[src/rtl/cond_if.sv]
// Decoder-side bundle for the conditional-execution stage: raw requests and ALU flags in,
// gated strobes, stored flags and debug counters out.
interface cond_if #(
  parameter int unsigned CNT_W = 32
);
  logic [3:0]       Cond;
  logic [3:0]       ALUFlags;
  logic [1:0]       FlagW;
  logic             PCS;
  logic             RegW;
  logic             MemW;
  logic             NoWrite;
  logic             Stall;
  logic             CondEx;
  logic             PCSrc;
  logic             RegWrite;
  logic             MemWrite;
  logic [3:0]       Flags;
  logic [CNT_W-1:0] ExecCount;
  logic [CNT_W-1:0] SquashCount;

  modport master (
    output Cond, ALUFlags, FlagW, PCS, RegW, MemW, NoWrite, Stall,
    input  CondEx, PCSrc, RegWrite, MemWrite, Flags, ExecCount, SquashCount
  );

  modport slave (
    input  Cond, ALUFlags, FlagW, PCS, RegW, MemW, NoWrite, Stall,
    output CondEx, PCSrc, RegWrite, MemWrite, Flags, ExecCount, SquashCount
  );
endinterface

[src/rtl/cond_unit.sv]
// ARM conditional-execution stage: NZCV register, condition decode, write-strobe gating and
// saturating executed/squashed instruction counters.
module cond_unit #(
  parameter int unsigned CNT_W = 32
) (
  input  logic   clk,
  input  logic   reset,
  cond_if.slave  bus_io
);

  logic [3:0]       flags_q, flags_d;
  logic [CNT_W-1:0] exec_q, exec_d;
  logic [CNT_W-1:0] squash_q, squash_d;
  logic             n, z, c, v;
  logic             cond_ex;
  logic             advance;

  assign {n, z, c, v} = flags_q;
  assign advance      = ~bus_io.Stall;

  // Decode uses the stored flags only; the current ALU flags land next cycle.
  always_comb begin
    cond_ex = 1'b0;
    case (bus_io.Cond)
      4'b0000: cond_ex = z;
      4'b0001: cond_ex = ~z;
      4'b0010: cond_ex = c;
      4'b0011: cond_ex = ~c;
      4'b0100: cond_ex = n;
      4'b0101: cond_ex = ~n;
      4'b0110: cond_ex = v;
      4'b0111: cond_ex = ~v;
      4'b1000: cond_ex = c & ~z;
      4'b1001: cond_ex = ~c | z;
      4'b1010: cond_ex = (n == v);
      4'b1011: cond_ex = (n != v);
      4'b1100: cond_ex = ~z & (n == v);
      4'b1101: cond_ex = z | (n != v);
      4'b1110: cond_ex = 1'b1;
      default: cond_ex = 1'b0;
    endcase
  end

  assign bus_io.CondEx      = cond_ex;
  assign bus_io.PCSrc       = bus_io.PCS & cond_ex & advance;
  assign bus_io.RegWrite    = bus_io.RegW & cond_ex & ~bus_io.NoWrite & advance;
  assign bus_io.MemWrite    = bus_io.MemW & cond_ex & advance;
  assign bus_io.Flags       = flags_q;
  assign bus_io.ExecCount   = exec_q;
  assign bus_io.SquashCount = squash_q;

  always_comb begin
    flags_d  = flags_q;
    exec_d   = exec_q;
    squash_d = squash_q;
    if (advance) begin
      if (cond_ex) begin
        if (bus_io.FlagW[1]) flags_d[3:2] = bus_io.ALUFlags[3:2];
        if (bus_io.FlagW[0]) flags_d[1:0] = bus_io.ALUFlags[1:0];
        if (exec_q != '1) exec_d = exec_q + CNT_W'(1);
      end else if (squash_q != '1) begin
        squash_d = squash_q + CNT_W'(1);
      end
    end
  end

  always_ff @(posedge clk) begin
    if (reset) begin
      flags_q  <= 4'b0000;
      exec_q   <= '0;
      squash_q <= '0;
    end else begin
      flags_q  <= flags_d;
      exec_q   <= exec_d;
      squash_q <= squash_d;
    end
  end

endmodule
[src/flat_wrapper.sv]
// flat-port wrapper written by rule: the top's interface ports become plain ports
module cond_unit_flat 
#(
  parameter int unsigned CNT_W = 32
)
  (clk, reset, bus_io_Cond, bus_io_ALUFlags, bus_io_FlagW, bus_io_PCS, bus_io_RegW, bus_io_MemW, bus_io_NoWrite, bus_io_Stall, bus_io_CondEx, bus_io_PCSrc, bus_io_RegWrite, bus_io_MemWrite, bus_io_Flags, bus_io_ExecCount, bus_io_SquashCount);
  cond_if #(.CNT_W(CNT_W)) bus_io_i ();
  input  logic clk;
  input  logic reset;
  input wire logic [$bits(bus_io_i.Cond)-1:0] bus_io_Cond;
  input wire logic [$bits(bus_io_i.ALUFlags)-1:0] bus_io_ALUFlags;
  input wire logic [$bits(bus_io_i.FlagW)-1:0] bus_io_FlagW;
  input wire logic [$bits(bus_io_i.PCS)-1:0] bus_io_PCS;
  input wire logic [$bits(bus_io_i.RegW)-1:0] bus_io_RegW;
  input wire logic [$bits(bus_io_i.MemW)-1:0] bus_io_MemW;
  input wire logic [$bits(bus_io_i.NoWrite)-1:0] bus_io_NoWrite;
  input wire logic [$bits(bus_io_i.Stall)-1:0] bus_io_Stall;
  output wire logic [$bits(bus_io_i.CondEx)-1:0] bus_io_CondEx;
  output wire logic [$bits(bus_io_i.PCSrc)-1:0] bus_io_PCSrc;
  output wire logic [$bits(bus_io_i.RegWrite)-1:0] bus_io_RegWrite;
  output wire logic [$bits(bus_io_i.MemWrite)-1:0] bus_io_MemWrite;
  output wire logic [$bits(bus_io_i.Flags)-1:0] bus_io_Flags;
  output wire logic [$bits(bus_io_i.ExecCount)-1:0] bus_io_ExecCount;
  output wire logic [$bits(bus_io_i.SquashCount)-1:0] bus_io_SquashCount;
  assign bus_io_i.Cond = bus_io_Cond;
  assign bus_io_i.ALUFlags = bus_io_ALUFlags;
  assign bus_io_i.FlagW = bus_io_FlagW;
  assign bus_io_i.PCS = bus_io_PCS;
  assign bus_io_i.RegW = bus_io_RegW;
  assign bus_io_i.MemW = bus_io_MemW;
  assign bus_io_i.NoWrite = bus_io_NoWrite;
  assign bus_io_i.Stall = bus_io_Stall;
  assign bus_io_CondEx = bus_io_i.CondEx;
  assign bus_io_PCSrc = bus_io_i.PCSrc;
  assign bus_io_RegWrite = bus_io_i.RegWrite;
  assign bus_io_MemWrite = bus_io_i.MemWrite;
  assign bus_io_Flags = bus_io_i.Flags;
  assign bus_io_ExecCount = bus_io_i.ExecCount;
  assign bus_io_SquashCount = bus_io_i.SquashCount;
  cond_unit #(.CNT_W(CNT_W)) u_core (.clk(clk), .reset(reset), .bus_io(bus_io_i));
endmodule
[config.mk]
export PLATFORM = sky130hd
export DESIGN_NAME = cond_unit_flat
export DESIGN_NICKNAME = d
export VERILOG_FILES = /design/src/rtl/cond_if.sv /design/src/rtl/cond_unit.sv /design/src/flat_wrapper.sv
export SDC_FILE = /design/constraint.sdc
export NUM_CORES = 1
export LEC_CHECK = 0
export ABC_AREA = 1
export CAP_MARGIN = 15
export CORE_ASPECT_RATIO = 0.6
export CORE_MARGIN = 5
export CORE_UTILIZATION = 48
export DETAILED_ROUTE_END_ITERATION = 16
export PLACE_DENSITY = 0.78
export SETUP_SLACK_MARGIN = 0.5
export SLEW_MARGIN = 20
export SYNTH_ARGS = -nofsm -noshare
export SYNTH_HDL_FRONTEND = slang
export SYNTH_SLANG_ARGS = --single-unit
[constraint.sdc]
create_clock -name clk -period 1.77 [get_ports clk]
set_input_delay 0.354 -clock clk [delete_from_list [all_inputs] [get_ports clk]]
set_output_delay 0.354 -clock clk [all_outputs]
set_load 0.1 [all_outputs]
Yosys cells after proc, flatten, opt, wreduce, memory -nomap -nowiden:

Index checks and enable logic that the tools add are counted.
W data, S select, Z words.

* flip-flop bits (word level): 68

* multiplexer cells: 1
* reduce and logical (&&, ||, !) cells: 5
* equality and inequality tests: 18
* bitwise logic cells: 18
* $add $sub $neg: 2

Operators with widths (count)
* $add A32 B1 Y32 const B: 2
* $ne A32 B32 Y1 const B: 2
* $eq A4 B4 Y1 const B: 7
* $eq A4 B3 Y1 const B: 4
* $pmux W1 S15: 1
* $reduce_and A3 Y1: 4
* $and A1 B1 Y1: 9
* $eq A4 B2 Y1 const B: 2
* $not A1 Y1: 7
* $eq A4 B1 Y1 const B: 1
* $logic_not A4 Y1: 1
* $or A1 B1 Y1: 2
* $eq A1 B1 Y1: 1
* $ne A1 B1 Y1: 1

Longest topological paths before layout:

* depth in word-level cells: 6
* mapped depth: 14

Least setup slack after synthesis:

No wires, ideal clock.

* path type: flip-flop to output port
* start: reg u_core.flags_q[0], in the netlist u_core.bus_io.Flags[0]
* end: out bus_io_RegWrite
* data required time: 1416 ps
* cell stages (with the launch flop): 11
* slack: -2738 ps
* data arrival time: 4154 ps
* cells stage by stage: dfxtp_1 -> inv_1 -> nand2_1 -> nand3_2 -> nand2_1 -> nand2_2 -> nand2_2 -> nor2_8 -> nand2_4 -> nand2_1 -> nor3b_1

* longest elaborated chain between the ends: 6
* elaborated cells between the ends (all ways): 9
* classes of those cells: 2 x eq/ne; 1 x mux; 6 x bitwise

RTL lines
* start, declared: RTL line cond_unit.sv:11 `logic [3:0] flags_q, flags_d;`
* start signal, assigned: RTL line cond_unit.sv:73 `flags_q <= flags_d;`
* $ne A1 B1 Y1 or $eq A1 B1 Y1 (tied branches)
* $or A1 B1 Y1 or $and A1 B1 Y1 (tied branches): RTL line cond_unit.sv:38, cond_unit.sv:37
* $pmux W1 S15 (*): RTL line cond_unit.sv:24 `case (bus_io.Cond)`
* $and A1 B1 Y1 (*) (3 in a row): RTL line cond_unit.sv:46 `assign bus_io.RegWrite = bus_io.RegW & cond_ex & ~bus_io.NoWrite & advance;`
* end, declared: RTL line flat_wrapper.sv:20 `output wire logic [$bits(bus_io_i.RegWrite)-1:0] bus_io_RegWrite;`

Mark *: on every way between the ends. The rest lies on a longest branch, timed or not.

Worst setup path in the final report:

* start: reg u_core.flags_q[2], in the netlist u_core.bus_io.Flags[2]
* end: out bus_io_RegWrite

* longest elaborated chain between the ends: 6
* elaborated cells between the ends (all ways): 9
* classes of those cells: 1 x mux; 8 x bitwise

RTL lines (RTL line)
* $not A1 Y1: cond_unit.sv:26, cond_unit.sv:33, cond_unit.sv:37
* $and A1 B1 Y1, on equally long branches: cond_unit.sv:37, cond_unit.sv:33
* $pmux W1 S15 (*): cond_unit.sv:24
* $and A1 B1 Y1 (*) (3 in a row): cond_unit.sv:46

Marked as above.

==> run summary <==
required time of the critical path: 1420 ps
kind of end point of the critical path: primary output
vertical die dimension: 86.19 microns
worst reg2reg endpoint: u_core.bus_io.SquashCount[30]
TritonCTS clock tree: done
post-route cell area: 7986 sq um
global placement routability congestion: 0.9574
Detailed Route Iter0 Violations: 689
internal power of the cells: 2.947 mW
total congestion overflow: 0
IR Drop Worst-Case VDD: 0.4757 mV
Antenna Violating Nets Remaining: 0
final standard cell utilization of the core: 85.97%
global-route wire length before repair: 27.97 mm
routed wirelength normalized by instance count: 16.96 microns
worst hold slack across all endpoints: 508.0 ps
minimum clock period after layout: 2219 ps
share of layout cells above drive strength 1: 35.63%
per-instance average area after synthesis: 5.999 sq um
Reg clk slew, reported paths: 60 ps
type of the setup path with the least slack: reg2out
share of total power in sequential cells: 35.2%
Die Width: 137.0 microns
Port Buf Inserts: 88
portion of the clock cycle consumed by the worst path in the final layout: 125.4%
portion of netlist area occupied by mux cells: 0%
Main synth FF type: sky130_fd_sc_hd__dfxtp_1
max-capacitance violation count: 0
number of global-route vias before repair: 5460
number of flops mapped to enable cells by yosys: 0
worst setup path end: bus_io_RegWrite
most common library cell in the layout ignoring fill and taps: sky130_fd_sc_hd__nand2_1
Area after DPL: 7321 sq um
Final setup viols: 71
Final Hold Violating Endpoints: 0
DRT Pass-1 Iters: 5
run status: complete, but fails checks
number of cells produced by synthesis: 774
power density cells: 545.6 nW/um^2
synthesized-area fraction occupied by xor and xnor cells: 3.961%
cells traversed along the worst timing path: nor2_2 > nand3_2 > inv_1 > nand2_1 > nand2_2 > nor2_8 > nand2_8 > nand2_8 > nor3b_4 > buf_12
sink count of the clock tree: 68
# IOs: 89
root buffer cell: sky130_fd_sc_hd__clkbuf_16
commonest cells after routing, fill and taps aside: sky130_fd_sc_hd__nand2_1, sky130_fd_sc_hd__nor2_1, sky130_fd_sc_hd__inv_1
Worst-Skew Late Latency: 340 ps
H-tree level count: 3
Max Transition Viols Final: 0
post-route non-filler standard cell count: 1073
combinational group share of total power: 23.7%
power spent charging and discharging nets: 1.411 mW
Core Area: 9290 sq um
transition at the pin with the smallest max-transition slack: 403.5 ps
sequential element share of the synthesized area: 29.32%
total number of yosys warnings: 0
floorplan die area: 11810 sq um
post-detailed-routing wire length: 18.20 mm
violated checks: negative setup slack
synthesized-area fraction occupied by adder cells: 0.5389%
#FFs+latches synth: 68
total via count in the routed design: 5902
Site Rows: 27
logic depth of the worst register-to-register path: 13
Critical Path AT: 1870 ps
total track usage: 29.99%
peak clock frequency supported by timing: 0.4506 GHz
area added between synthesis and finish: 72.00%
slack of the worst reg-to-reg path: -290 ps
cell with the largest stage delay on the worst path: sky130_fd_sc_hd__dfxtp_4
final worst setup slack: -449.3 ps
total nets after synthesis: 793
FILL cells: 500
worst-path maximum fanout: 5
detailed-placement wirelength estimate: 12.93 mm
leakage power figure: 3.242 nW
RSZ-0062 raised after global routing: true
CP Launch Point: u_core.bus_io.Flags[2]
switching power as a share of total power: 32.38%
post-placement cell count: 1040
Antenna diodes: 0
Crit path top cell by count: sky130_fd_sc_hd__nand2_8
number of distinct library cells after synthesis: 36
starting utilization of the core area: 49.98%
TritonCTS Buffers: 9
Setup WS pre-CTS: -839.2 ps
Net count, final: 957
number of antenna violations at the first check in global routing: 0
kind of path behind the tightest hold check: reg2reg
post-synthesis compound-gate area fraction: 7.491%
maximum number of pins on one net before global-route repair: 39
vias per cell: 5.500
CP max stage delay: 360 ps
startpoint of the lowest-slack register-to-register path: u_core.bus_io.Flags[0]
CP Launch Type: flop
relative slew slack: 73.10%
worst clock skew: 9.201 ps
clock network power share: 41.0%
combinational family with the most area after synthesis: simple AND/OR/NAND/NOR gates
mapped cell area: 4643 sq um
fraction of synthesis flops using an asynchronous set or reset pin: 0%
deepest clock path buffer count: 2
remaining design rule violation count: 0
post-synthesis simple-gate area fraction: 48.18%
-- sequential cells by signal (all words and copies together) (netlist names) --
register and count:
u_core.bus_io.Flags 4, u_core.bus_io.ExecCount 32, u_core.bus_io.SquashCount 32
-- cell usage after synthesis (2+ instances only) --
cell	n	share of area (%)
sky130_fd_sc_hd__nor3_1	18	1.9
sky130_fd_sc_hd__o21bai_2	3	0.73
sky130_fd_sc_hd__nand3b_1	8	1.3
sky130_fd_sc_hd__buf_2	5	0.54
sky130_fd_sc_hd__a21oi_1	24	2.6
sky130_fd_sc_hd__ha_1	2	0.54
sky130_fd_sc_hd__nand4_1	27	3.6
sky130_fd_sc_hd__nand2_2	13	1.8
sky130_fd_sc_hd__nor3b_1	2	0.32
sky130_fd_sc_hd__inv_1	93	7.5
sky130_fd_sc_hd__dfxtp_1	68	29
sky130_fd_sc_hd__nor2_2	8	1.1
sky130_fd_sc_hd__buf_6	3	0.73
sky130_fd_sc_hd__buf_1	2	0.16
sky130_fd_sc_hd__clkbuf_1	7	0.57
sky130_fd_sc_hd__o21ai_0	17	1.8
sky130_fd_sc_hd__a21oi_2	10	1.9
sky130_fd_sc_hd__xnor2_1	4	0.75
sky130_fd_sc_hd__xor2_1	17	3.2
sky130_fd_sc_hd__nand2_1	236	19
sky130_fd_sc_hd__inv_2	4	0.32
sky130_fd_sc_hd__nand3_1	52	5.6
sky130_fd_sc_hd__nor2_1	138	11
-- layout make-up --
type                       instances  area (sq um)  share of cell area (%)
sequential                        68          1609                   20.15
clock buffer                      11         232.7                   2.914
inverter                          98         380.4                   4.763
timing repair buffer             172          2401                   30.06
tap                              130         162.7                   2.037
clock inverter                     5         53.80                  0.6737
multi-input combinational        589          3147                   39.40
-- layer usage --
layer / wire length (microns) / vias to the layer above / part of all wire, % / GRT usage (%)
met5: 0 / - / 0 / 0
met4: 300 / 0 / 1.6 / 7.065
met3: 2058 / 47 / 11 / 7.889
met2: 7792 / 383 / 43 / 44.73
met1: 8048 / 2697 / 44 / 43.20
li1: - / 2775 / - / -
-- stage by stage --
step / power [mW] / TNS, ps
CTS: 4.300 / -3009
detailed placement: 2.502 / -49990
global route: 4.479 / -13760
finish: 4.358 / -9066
floorplan: 2.155 / -5037
global placement: 2.488 / -45110
-- worst min path at each step --
stage                                           start                          end  slack (ps)  cells past startpoint
final                     u_core.bus_io.ExecCount[31]  u_core.bus_io.ExecCount[31]         510                      2
after global routing      u_core.bus_io.ExecCount[31]  u_core.bus_io.ExecCount[31]         520                      2
after CTS                 u_core.bus_io.ExecCount[31]  u_core.bus_io.ExecCount[31]         510                      2
after detailed placement  u_core.bus_io.ExecCount[31]  u_core.bus_io.ExecCount[31]         500                      2
after global placement    u_core.bus_io.ExecCount[29]  u_core.bus_io.ExecCount[29]         490                      2
after floorplan                    bus_io_ALUFlags[0]       u_core.bus_io.Flags[0]         540                      4
-- what timing repair did --
item / 4_1_cts / 5_1_grt
hold buffers: 0 / 0
gates resized for setup: 52 / 29
pin swaps: 19 / 8
buffers inserted: 10 / 7
cloned: 0 / 0
setup endpoints to repair: 109 / 124
-- power groups by stage --
stage	Clock, mW	Sequential [mW]	Combinational [mW]
final	1.79	1.53	1.03
after global routing	1.86	1.54	1.08
after detailed placement	0	1.58	0.923
after CTS	1.79	1.53	0.976
after global placement	0	1.58	0.910
after floorplan	0	1.73	0.425
-- cell families (layout without fill, tap and decap cells) --
logic type	after synthesis	in the layout
adders and majority gates	2	2
AOI/OAI and AO/OA	56	56
DFF	68	68
xor gates and xnor gates	21	21
and+or+nand+nor	510	510
buffers and inverters	117	286
-- critical path: cells and delay by family (launching register included) --
kind          cells  cell delay (ps)
flops             1              360
buf+inv           2              260
simple gates      8              890
(Power assumes the default switching activity.)
